`src/rtl/ikaopll_dac_pkg.sv`:
```
// ikaopll_dac_pkg: shared sample decode, group-select codes, FSM states and accumulator sizing
// for the mixing accumulation DAC.
package ikaopll_dac_pkg;

    localparam logic [1:0] GRP_NONE = 2'd0;
    localparam logic [1:0] GRP_MO   = 2'd1;
    localparam logic [1:0] GRP_RO   = 2'd2;

    typedef enum logic {ST_IDLE, ST_RUN} state_t;

    function automatic int acc_width(input int sample_w, input int vol_w, input int slots);
        return sample_w + vol_w + $clog2(slots);
    endfunction

    // Sign+magnitude to two's complement: a negative sample inverts its magnitude, giving -mag-1
    function automatic logic [31:0] decode_sample(input logic [31:0] s, input int w);
        return s[w-1] ? s ^ ((32'd1 << (w - 1)) - 32'd1) : s;
    endfunction

endpackage

```
`src/rtl/ikaopll_dac_narrow.sv`:
```
// ikaopll_dac_narrow: scales the frame sum by 2^SHIFT and narrows it to OUT_W bits.
// IKAOPLL_DAC_MIXACC_SAT_EN selects saturation with a clip flag; otherwise the result wraps.
module ikaopll_dac_narrow #(
    parameter int IN_W  = 19,
    parameter int OUT_W = 16,
    parameter int SHIFT = 4
) (
    input  logic signed [IN_W-1:0]  din,
    output logic signed [OUT_W-1:0] dout,
    output logic                    clip
);

    localparam int SW = IN_W + SHIFT;

    logic signed [SW-1:0] sh;

    assign sh = SW'(din) <<< SHIFT;

`ifdef IKAOPLL_DAC_MIXACC_SAT_EN
    logic fits;

    // In range exactly when every bit above the output sign bit matches it
    assign fits = &sh[SW-1:OUT_W-1] | ~|sh[SW-1:OUT_W-1];
    assign clip = ~fits;
    assign dout = fits ? sh[OUT_W-1:0] : {sh[SW-1], {(OUT_W-1){~sh[SW-1]}}};
`else
    logic unused_hi;

    assign unused_hi = ^sh[SW-1:OUT_W];
    assign clip      = 1'b0;
    assign dout      = sh[OUT_W-1:0];
`endif

endmodule

```
`src/rtl/ikaopll_dac_mixacc.sv`:
```
// ikaopll_dac_mixacc: per-slot melody/rhythm volume mix summed over a slot frame, strobed once per frame.
// Define IKAOPLL_DAC_MIXACC_SAT_EN to saturate the frame result instead of wrapping it.
module ikaopll_dac_mixacc
    import ikaopll_dac_pkg::*;
#(
    parameter int SAMPLE_WIDTH = 9,
    parameter int NUM_SLOTS    = 18,
    parameter int VOL_WIDTH    = 5,
    parameter int OUT_WIDTH    = 16,
    parameter int OUT_SHIFT    = 4
) (
    input  logic                        i_EMUCLK,
    input  logic                        i_RST,
    input  logic                        i_phi1_NCEN_n,
    input  logic                        i_CYCLE_00,
    input  logic [SAMPLE_WIDTH-1:0]     i_DAC_OPDATA,
    input  logic                        i_MO_CTRL,
    input  logic                        i_RO_CTRL,
    input  logic                        i_RHYTHM_EN,
    input  logic signed [VOL_WIDTH-1:0] i_MOVOL,
    input  logic signed [VOL_WIDTH-1:0] i_ROVOL,
    output logic signed [OUT_WIDTH-1:0] o_ACC,
    output logic                        o_ACC_STRB,
    output logic                        o_ACC_CLIP,
    output logic                        o_SYNC_ERR
);

    localparam int PROD_W = SAMPLE_WIDTH + VOL_WIDTH;
    localparam int ACC_W  = acc_width(SAMPLE_WIDTH, VOL_WIDTH, NUM_SLOTS);
    localparam int CNT_W  = $clog2(NUM_SLOTS);
    localparam logic [CNT_W-1:0] LAST = CNT_W'(NUM_SLOTS - 1);

    state_t                       state, state_nxt;
    logic                         en;
    logic signed [SAMPLE_WIDTH-1:0] s1_val;
    logic [1:0]                   s1_grp;
    logic                         s1_tag, s2_tag;
    logic signed [VOL_WIDTH-1:0]  vol;
    logic signed [PROD_W-1:0]     s2_prod;
    logic signed [ACC_W-1:0]      acc, acc_nxt;
    logic [CNT_W-1:0]             cnt, cnt_nxt;
    logic                         emit, err_set, clip;
    logic signed [OUT_WIDTH-1:0]  acc_out;

    assign en  = ~i_phi1_NCEN_n;
    assign vol = s1_grp == GRP_RO ? i_ROVOL : s1_grp == GRP_MO ? i_MOVOL : '0;

    // S3 frame control: IDLE only waits for the first tagged product to seed the accumulator
    always_comb begin
        state_nxt = state;
        acc_nxt   = acc;
        cnt_nxt   = cnt;
        emit      = 1'b0;
        err_set   = 1'b0;
        if (state == ST_IDLE) begin
            state_nxt = s2_tag ? ST_RUN : ST_IDLE;
            acc_nxt   = s2_tag ? ACC_W'(s2_prod) : acc;
        end else if (s2_tag) begin
            emit    = 1'b1;
            err_set = cnt != LAST;
            acc_nxt = ACC_W'(s2_prod);
            cnt_nxt = '0;
        end else begin
            err_set = cnt == LAST;
            acc_nxt = acc + ACC_W'(s2_prod);
            cnt_nxt = cnt == LAST ? '0 : cnt + CNT_W'(1);
        end
    end

    ikaopll_dac_narrow #(
        .IN_W  (ACC_W),
        .OUT_W (OUT_WIDTH),
        .SHIFT (OUT_SHIFT)
    ) u_narrow (
        .din  (acc),
        .dout (acc_out),
        .clip (clip)
    );

    always_ff @(posedge i_EMUCLK) begin
        if (i_RST) begin
            state      <= ST_IDLE;
            s1_val     <= '0;
            s1_grp     <= GRP_NONE;
            s1_tag     <= 1'b0;
            s2_prod    <= '0;
            s2_tag     <= 1'b0;
            acc        <= '0;
            cnt        <= '0;
            o_ACC      <= '0;
            o_ACC_STRB <= 1'b0;
            o_ACC_CLIP <= 1'b0;
            o_SYNC_ERR <= 1'b0;
        end else begin
            o_ACC_STRB <= en & emit;
            if (en) begin
                s1_val     <= SAMPLE_WIDTH'(decode_sample(32'(i_DAC_OPDATA), SAMPLE_WIDTH));
                s1_grp     <= (i_RO_CTRL & i_RHYTHM_EN) ? GRP_RO : i_MO_CTRL ? GRP_MO : GRP_NONE;
                s1_tag     <= i_CYCLE_00;
                s2_prod    <= PROD_W'(s1_val) * PROD_W'(vol);
                s2_tag     <= s1_tag;
                state      <= state_nxt;
                acc        <= acc_nxt;
                cnt        <= cnt_nxt;
                o_SYNC_ERR <= o_SYNC_ERR | err_set;
                if (emit) begin
                    o_ACC      <= acc_out;
                    o_ACC_CLIP <= clip;
                end
            end
        end
    end

endmodule

```
`config.mk`:
```
export PLATFORM = sky130hd
export DESIGN_NAME = ikaopll_dac_mixacc
export DESIGN_NICKNAME = d
export VERILOG_FILES = /design/src/rtl/ikaopll_dac_pkg.sv /design/src/rtl/ikaopll_dac_narrow.sv /design/src/rtl/ikaopll_dac_mixacc.sv
export SDC_FILE = /design/constraint.sdc
export NUM_CORES = 1
export LEC_CHECK = 0
export CAP_MARGIN = 40
export CORE_ASPECT_RATIO = 0.5
export CORE_MARGIN = 2
export CORE_UTILIZATION = 57
export CTS_CLUSTER_DIAMETER = 100
export DETAILED_ROUTE_END_ITERATION = 8
export PLACE_DENSITY = 0.8
export SYNTH_ARGS = -nofsm -noshare
export SYNTH_HDL_FRONTEND = slang
export SYNTH_SLANG_ARGS = --single-unit
```
`constraint.sdc`:
```
create_clock -name i_EMUCLK -period 6.5 [get_ports i_EMUCLK]
set_input_delay 1.3 -clock i_EMUCLK [delete_from_list [all_inputs] [get_ports i_EMUCLK]]
set_output_delay 1.3 -clock i_EMUCLK [all_outputs]
set_load 0.02 [all_outputs]
```
==> summary.md, run 1 <==
| Metric | Value |
|---|---|
| Peak VDD IR | `0.000159 V` |
| Worst clock skew | `7.52 ps` |
| Pleak | `0.00223 uW` |
| Drt drc | `0` |
| Clk_lat worst skew | `340 ps` |
| Post_cts resized | `0` |
| Vias per inst | `5.43` |
| Worst hold slack | `451 ps` |
| Number of top-level design ports | `45` |
| Fraction of layout cells with a size suffix above 1 | `5.49%` |
| Total power | `954 uW` |
| Final Hold Fails | `0` |
| EDFF count, synth | `0` |
| 1st-iter DRT viols | `184` |
| Crit path from | `i_ROVOL[3]` |
| DIE HEIGHT | `65.7 um` |
| Root Driver | `clkbuf_16` |
| Max-cap viol count | `0` |
| Avg WL per Cell | `14.1 um` |
| Unrepaired setup endpoints after global routing | `no` |
| Synth Cell Area | `4340 um^2` |
| Layout Nets | `645` |
| Worst r2r src | `s1_grp[0]` |
| Layout Cells excl Fill | `661` |
| M1 WL | `4260 um` |
| Synth async-reset ratio | `0%` |
| # diodes | `0` |
| Routed wl met3 | `532 um` |
| Critical path type | `primary input to register` |
| First-pass GRT wire length | `15900 um` |
| FF+latch count, synth | `57` |
| Commonest non-fill, non-tap cell in the layout | `nand2_1` |
| Top Layer Used | `met4` |
| Total Routed Length | `9340 um` |
| WP data required | `6720 ps` |
| Via count | `3592` |
| Die width | `127 um` |
| Hold Path Class | `register to register` |
| Die area | `8370 um^2` |
| Register area share after synthesis | `26.3%` |
| Number of global-route vias before repair | `3411` |
| Slew headroom | `51.4%` |
| Final min period | `5450 ps` |
| Core ar. | `7350 um^2` |
| Antenna viol nets, final | `0` |
| Area Growth Syn to Fin | `16.9%` |
| H-tree depth | `3` |
| All-Layer GR Usage | `24.4%` |
| Cts hold-fix bufs | `0` |
| Part of the cycle the worst path needs | `83.8%` |
| Row count | `22` |
| Commonest non-fill, non-tap cells in the layout | `70 x nand2_1, 57 x dfxtp_1, 54 x inv_1` |
| Largest net degree at the start of global routing | `46` |
| Main synth FF type | `dfxtp_1` |
| Met2 WL post-DR | `4390 um` |
| CP arrival | `5660 ps` |
| Netlist cell types | `56` |
| Slew @ Worst Pin | `729 ps` |
| Clk buf depth | `2` |
| Ys Warns | `0` |
| Hold Startpoint | `o_ACC[7]` |
| Initial antenna violation count | `0` |
| Clock sink total | `57` |
| CP startpoint kind | `primary input` |
| FMAX | `0.184 GHz` |
| CP endpoint kind | `register` |
| Port Buffers | `39` |
| Dpl cells | `646` |
| CTS Buf Count | `9` |
| DRT Pass-1 Iters | `4` |
| CTS tree | `done` |
| Setup violations, final | `0` |
| Clock Pin Slew Worst Setup and Hold Paths | `60 ps` |
| Synthesized area per cell | `8.22 um^2` |
| Setup TNS | `0 ps` |
| Status | `complete, no violations` |
| Setup bufs post-CTS | `0` |
| Post-DP HPWL | `6780 um` |
| Pwr dens | `188 nW/um^2` |
| # fillers | `599` |
| Synthesized instance count | `528` |
| Placer congestion estimate | `0.953` |
| Starting Density | `59.0%` |
| Global route overflow | `0` |
| Reg2Reg Setup Slack | `1830 ps` |
| Fin. max-slew vios | `0` |
| Critical Path Fanout Max | `8` |
logic make-up (layout without fill, tap and decap cells):
| group | Yosys count | count (layout) | share of synthesized area, % |
|---|---|---|---|
| fa+ha+maj | 58 | 58 | 21.1 |
| compound gates | 100 | 100 | 14.9 |
| buf+inv | 79 | 112 | 7.33 |
| mux | 11 | 11 | 2.54 |
| other cells | 1 | 5 | 0.0864 |
| xor+xnor | 30 | 30 | 6.06 |
| simple gates | 192 | 192 | 21.8 |
| flops | 57 | 57 | 26.3 |
synthesized netlist by cell type (2+ instances only):
| cell type | n | area (um^2) |
|---|---|---|
| nor3_1 | 12 | 60.1 |
| clkbuf_1 | 16 | 60.1 |
| a22o_1 | 4 | 35.0 |
| nand2_1 | 70 | 263 |
| o21ai_0 | 13 | 65.1 |
| or3_1 | 3 | 18.8 |
| a21o_1 | 2 | 15.0 |
| mux2i_1 | 11 | 110 |
| xnor2_1 | 12 | 105 |
| a31oi_1 | 3 | 18.8 |
| buf_2 | 2 | 10.0 |
| a311oi_1 | 3 | 26.3 |
| o211a_1 | 4 | 40.0 |
| inv_1 | 54 | 203 |
| nand4_1 | 4 | 25.0 |
| buf_4 | 5 | 37.5 |
| or2_2 | 4 | 25.0 |
| xor2_1 | 18 | 158 |
| fa_1 | 25 | 500 |
| nor2b_4 | 2 | 27.5 |
| nor2_1 | 39 | 146 |
| nand3_1 | 4 | 20.0 |
| buf_1 | 2 | 7.51 |
| o21bai_1 | 2 | 15.0 |
| o21a_1 | 3 | 22.5 |
| and2_1 | 32 | 200 |
| nor2b_1 | 6 | 37.5 |
| a211oi_1 | 4 | 30.0 |
| nor4b_1 | 2 | 17.5 |
| and3_1 | 6 | 37.5 |
| dfxtp_1 | 57 | 1140 |
| ha_1 | 33 | 413 |
| a21oi_1 | 48 | 240 |
cell type report:
cell class	instances	area [um^2]	area share [%]
clock buffer	9	225	4.44
clock inverter	6	60.1	1.18
tap	96	120	2.37
timing repair buffer	43	428	8.44
multi-input combinational	396	2890	57.1
inverter	54	203	4.00
sequential	57	1140	22.5
layer usage:
| layer | up-vias | track usage (%) |
|---|---|---|
| met3 | 12 | 5.46 |
| met1 | 1684 | 31.1 |
| met2 | 82 | 40.2 |
| met5 | - | 0 |
| li1 | 1814 | - |
| met4 | 0 | 10.4 |
sequential cells by signal, summed over array words and instances, names as in the netlist:
register    count
acc            12
o_ACC          12
s2_prod        12
s1_val          9
cnt             5
s1_grp          2
o_ACC_STRB      1
o_SYNC_ERR      1
s1_tag          1
s2_tag          1
state           1
through the flow:
step | setup WS, ps | utilization (%) | area [um^2]
2_1_floorplan | 1420 | - | 4350
3_3_place_gp | 834 | 64.7 | 4760
3_5_place_dp | 739 | 65.1 | 4790
4_1_cts | 1060 | 69.0 | 5070
5_1_grt | 849 | 69.0 | 5070
6_report | 1050 | 69.0 | 5070
worst paths after layout:
check,endpoint,depth (start not counted)
max,s2_prod[11],15
min reg2reg,o_ACC[7],2
max reg2reg,s2_prod[11],15
min,o_ACC[7],2
where the power goes:
part	leakage [uW]	internal [uW]	switching, uW
sequential	0.000462	360	13.2
clock	0.000137	292	168
combinational	0.00163	53.9	66.5
total	0.00223	706	248
critical path, cell delays in order:
cell and delay (ps):
clkdlybuf4s50_1 450, a22o_1 330, and2_1 210, fa_1 480
fa_1 540, inv_1 50, fa_1 530, inv_1 40
ha_1 330, nor2b_1 170, o2111ai_2 190, nand3_1 160
and3b_1 200, o21a_1 170, or4_1 500
Note: power is estimated with default switching activity, not from simulation.
==> inputs of run 2 (changes only) <==
- CORE_UTILIZATION: 57 -> 52
- PLACE_DENSITY: 0.8 -> 0.77
- clock period: 6.5 -> 4.4 ns (I/O delays scaled with it)
==> run 2 against run 1 <==
Sequential share of layout area fell by 1.5 points; critical path depth fell by 1; power rose by 59%; combinational power rose by 69%; sequential power rose by 48%; core utilization fell by 1.5 points; first-iteration DRC count rose by 50%; clock power rose by 65%; via count rose by 5.8%; largest cell class unchanged.
==> summary.md, run 2 (same netlist as run 1, synthesis figures left out) <==
| Metric | Value |
|---|---|
| Crit-path slowest cell | `fa_1` |
| Final Hold Fails | `0` |
| Largest net degree at the start of global routing | `54` |
| Starting Density | `53.8%` |
| CTS tree | `done` |
| Root Driver | `clkbuf_16` |
| Setup slack after layout | `39.5 ps` |
| Max-cap viol count | `0` |
| Core ar. | `8060 um^2` |
| Total Routed Length | `10000 um` |
| Initial antenna violation count | `0` |
| Worst clock skew | `9.05 ps` |
| Layout Nets | `672` |
| Placer congestion estimate | `0.843` |
| CP startpoint kind | `primary input` |
| Peak VDD IR | `0.000248 V` |
| Critical path type | `primary input to register` |
| Avg WL per Cell | `14.2 um` |
| Pwr dens | `278 nW/um^2` |
| FMAX | `0.229 GHz` |
| First-pass GRT wire length | `16700 um` |
| Global route overflow | `0` |
| CP peak stage delay | `530 ps` |
| Die area | `9130 um^2` |
| 1st-iter DRT viols | `276` |
| Critical Path Fanout Max | `5` |
| Worst path bufs/invs | `3` |
| Most used cell, CP | `fa_1` |
| Core Util, Final | `67.5%` |
| Antenna viol nets, final | `0` |
| Clk_lat worst skew | `330 ps` |
| Setup violations, final | `0` |
| Vias per inst | `5.39` |
| DRT Pass-1 Iters | `4` |
| CP arrival | `4570 ps` |
| Pleak | `0.00242 uW` |
| Setup TNS | `0 ps` |
| Port Buffers | `39` |
| Row count | `23` |
| Fraction of layout cells with a size suffix above 1 | `15.0%` |
| CP top delay family | `adder cells` |
| # diodes | `0` |
| Fin. max-slew vios | `0` |
| Number of global-route vias before repair | `3578` |
| Die width | `133 um` |
| Reg2Reg Setup Slack | `80 ps` |
| # fillers | `668` |
| Clock Pin Slew Worst Setup and Hold Paths | `50 ps` |
| DIE HEIGHT | `68.6 um` |
| Post-DP HPWL | `7020 um` |
| Slew @ Worst Pin | `867 ps` |
| Worst-path cell chain | `clkdlybuf4s15_1, a22o_4, and2_4, fa_1, inv_1, fa_1, fa_1, inv_1, ha_1, or2_1, o22a_1, and3b_1, o21a_1, or4_1` |
| All-Layer GR Usage | `23.3%` |
| WP data required | `4610 ps` |
| Area Growth Syn to Fin | `25.5%` |
| Via count | `3800` |
| Clk buf depth | `2` |
| Regs by FF count | `acc (12), o_ACC (12), s2_prod (12)` |
| H-tree depth | `3` |
| Part of the cycle the worst path needs | `99.1%` |
| Final min period | `4360 ps` |
| Clock sink total | `57` |
| Commonest non-fill, non-tap cells in the layout | `70 x nand2_1, 57 x dfxtp_1, 49 x inv_1` |
| Drt drc | `0` |
| Commonest non-fill, non-tap cell in the layout | `nand2_1` |
| CTS Buf Count | `9` |
| Status | `complete, no violations` |
| Number of top-level design ports | `45` |
| Pre-CTS setup slack | `-561 ps` |
| Hold Path Class | `register to register` |
| Unrepaired setup endpoints after global routing | `yes` |
| CP endpoint kind | `register` |
| Slew headroom | `42.0%` |
## run 2: cell types whose count changed in the layout (fill, tap and decap cells not counted), moves of 4 or more
cell / previous run / this run
buf_4: 3 / 29
clkdlybuf4s50_1: 38 / 28
dlygate4sd2_1: 0 / 8
and2_1: 32 / 25
and2_4: 0 / 7
ha_1: 33 / 27
inv_1: 54 / 49
inv_2: 0 / 5
a22o_1: 4 / 0
a22o_4: 0 / 4
## run 2: layout make-up
type	count	area [um^2]	share of cell area, %
clock buffers	11	243	4.46
multi-input cells	398	3050	56.0
clock inverters	5	78.8	1.45
flip-flops and latches	57	1140	21.0
repair buffers	68	588	10.8
inverters	54	203	3.72
well taps	112	140	2.57
## run 2: tightest hold or removal path, cell delays in order (launching register included)
cell and delay (ps):
dfxtp_1 300, nand2_1 50, a21oi_1 50
## run 2: routing by layer
| metal | share of wire, % | vias up | track usage, % | wire, um |
|---|---|---|---|---|
| met5 | 0 | - | 0 | 0 |
| met4 | 2.1 | 0 | 9.04 | 211 |
| met3 | 3.8 | 21 | 4.97 | 384 |
| met2 | 47 | 97 | 40.8 | 4680 |
| met1 | 47 | 1803 | 29.2 | 4730 |
| li1 | - | 1879 | - | - |
## run 2: path summary, 6_finish.rpt
kind | from | endpoint | depth (start not counted)
max | i_MOVOL[2] | s2_prod[11] | 14
min | o_ACC[8] | o_ACC[8] | 2
max reg2reg | s1_grp[1] | s2_prod[11] | 13
min reg2reg | o_ACC[8] | o_ACC[8] | 2
## run 2: what timing repair did
action,4_1_cts,5_1_grt
setup endpoints to repair,3,3
cloned,2,0
hold buffers,0,0
setup buffers,5,1
hold endpoints to repair,0,0
gates resized for setup,17,11
pin swaps,18,11
## run 2: metrics by stage
| step | cell area (um^2) | std cells | hold WS [ps] | power [uW] |
|---|---|---|---|---|
| detailed placement | 5030 | 681 | 449 | 756 |
| global placement | 5030 | 681 | 443 | 749 |
| floorplan | 4450 | 532 | 449 | 689 |
| finish | 5440 | 705 | 451 | 1510 |
| CTS | 5420 | 704 | 456 | 1520 |
| global route | 5440 | 705 | 473 | 1570 |
## run 2: power breakdown
part / switching (uW) / internal, uW
registers: 19.4 / 532
logic: 109 / 93.9
clock network: 249 / 510
==> inputs of run 3 (changes only) <==
- TNS_END_PERCENT: default -> 100
==> results of run 3 <==
The final DEF is identical to that of run 2; final timing and power are the same.
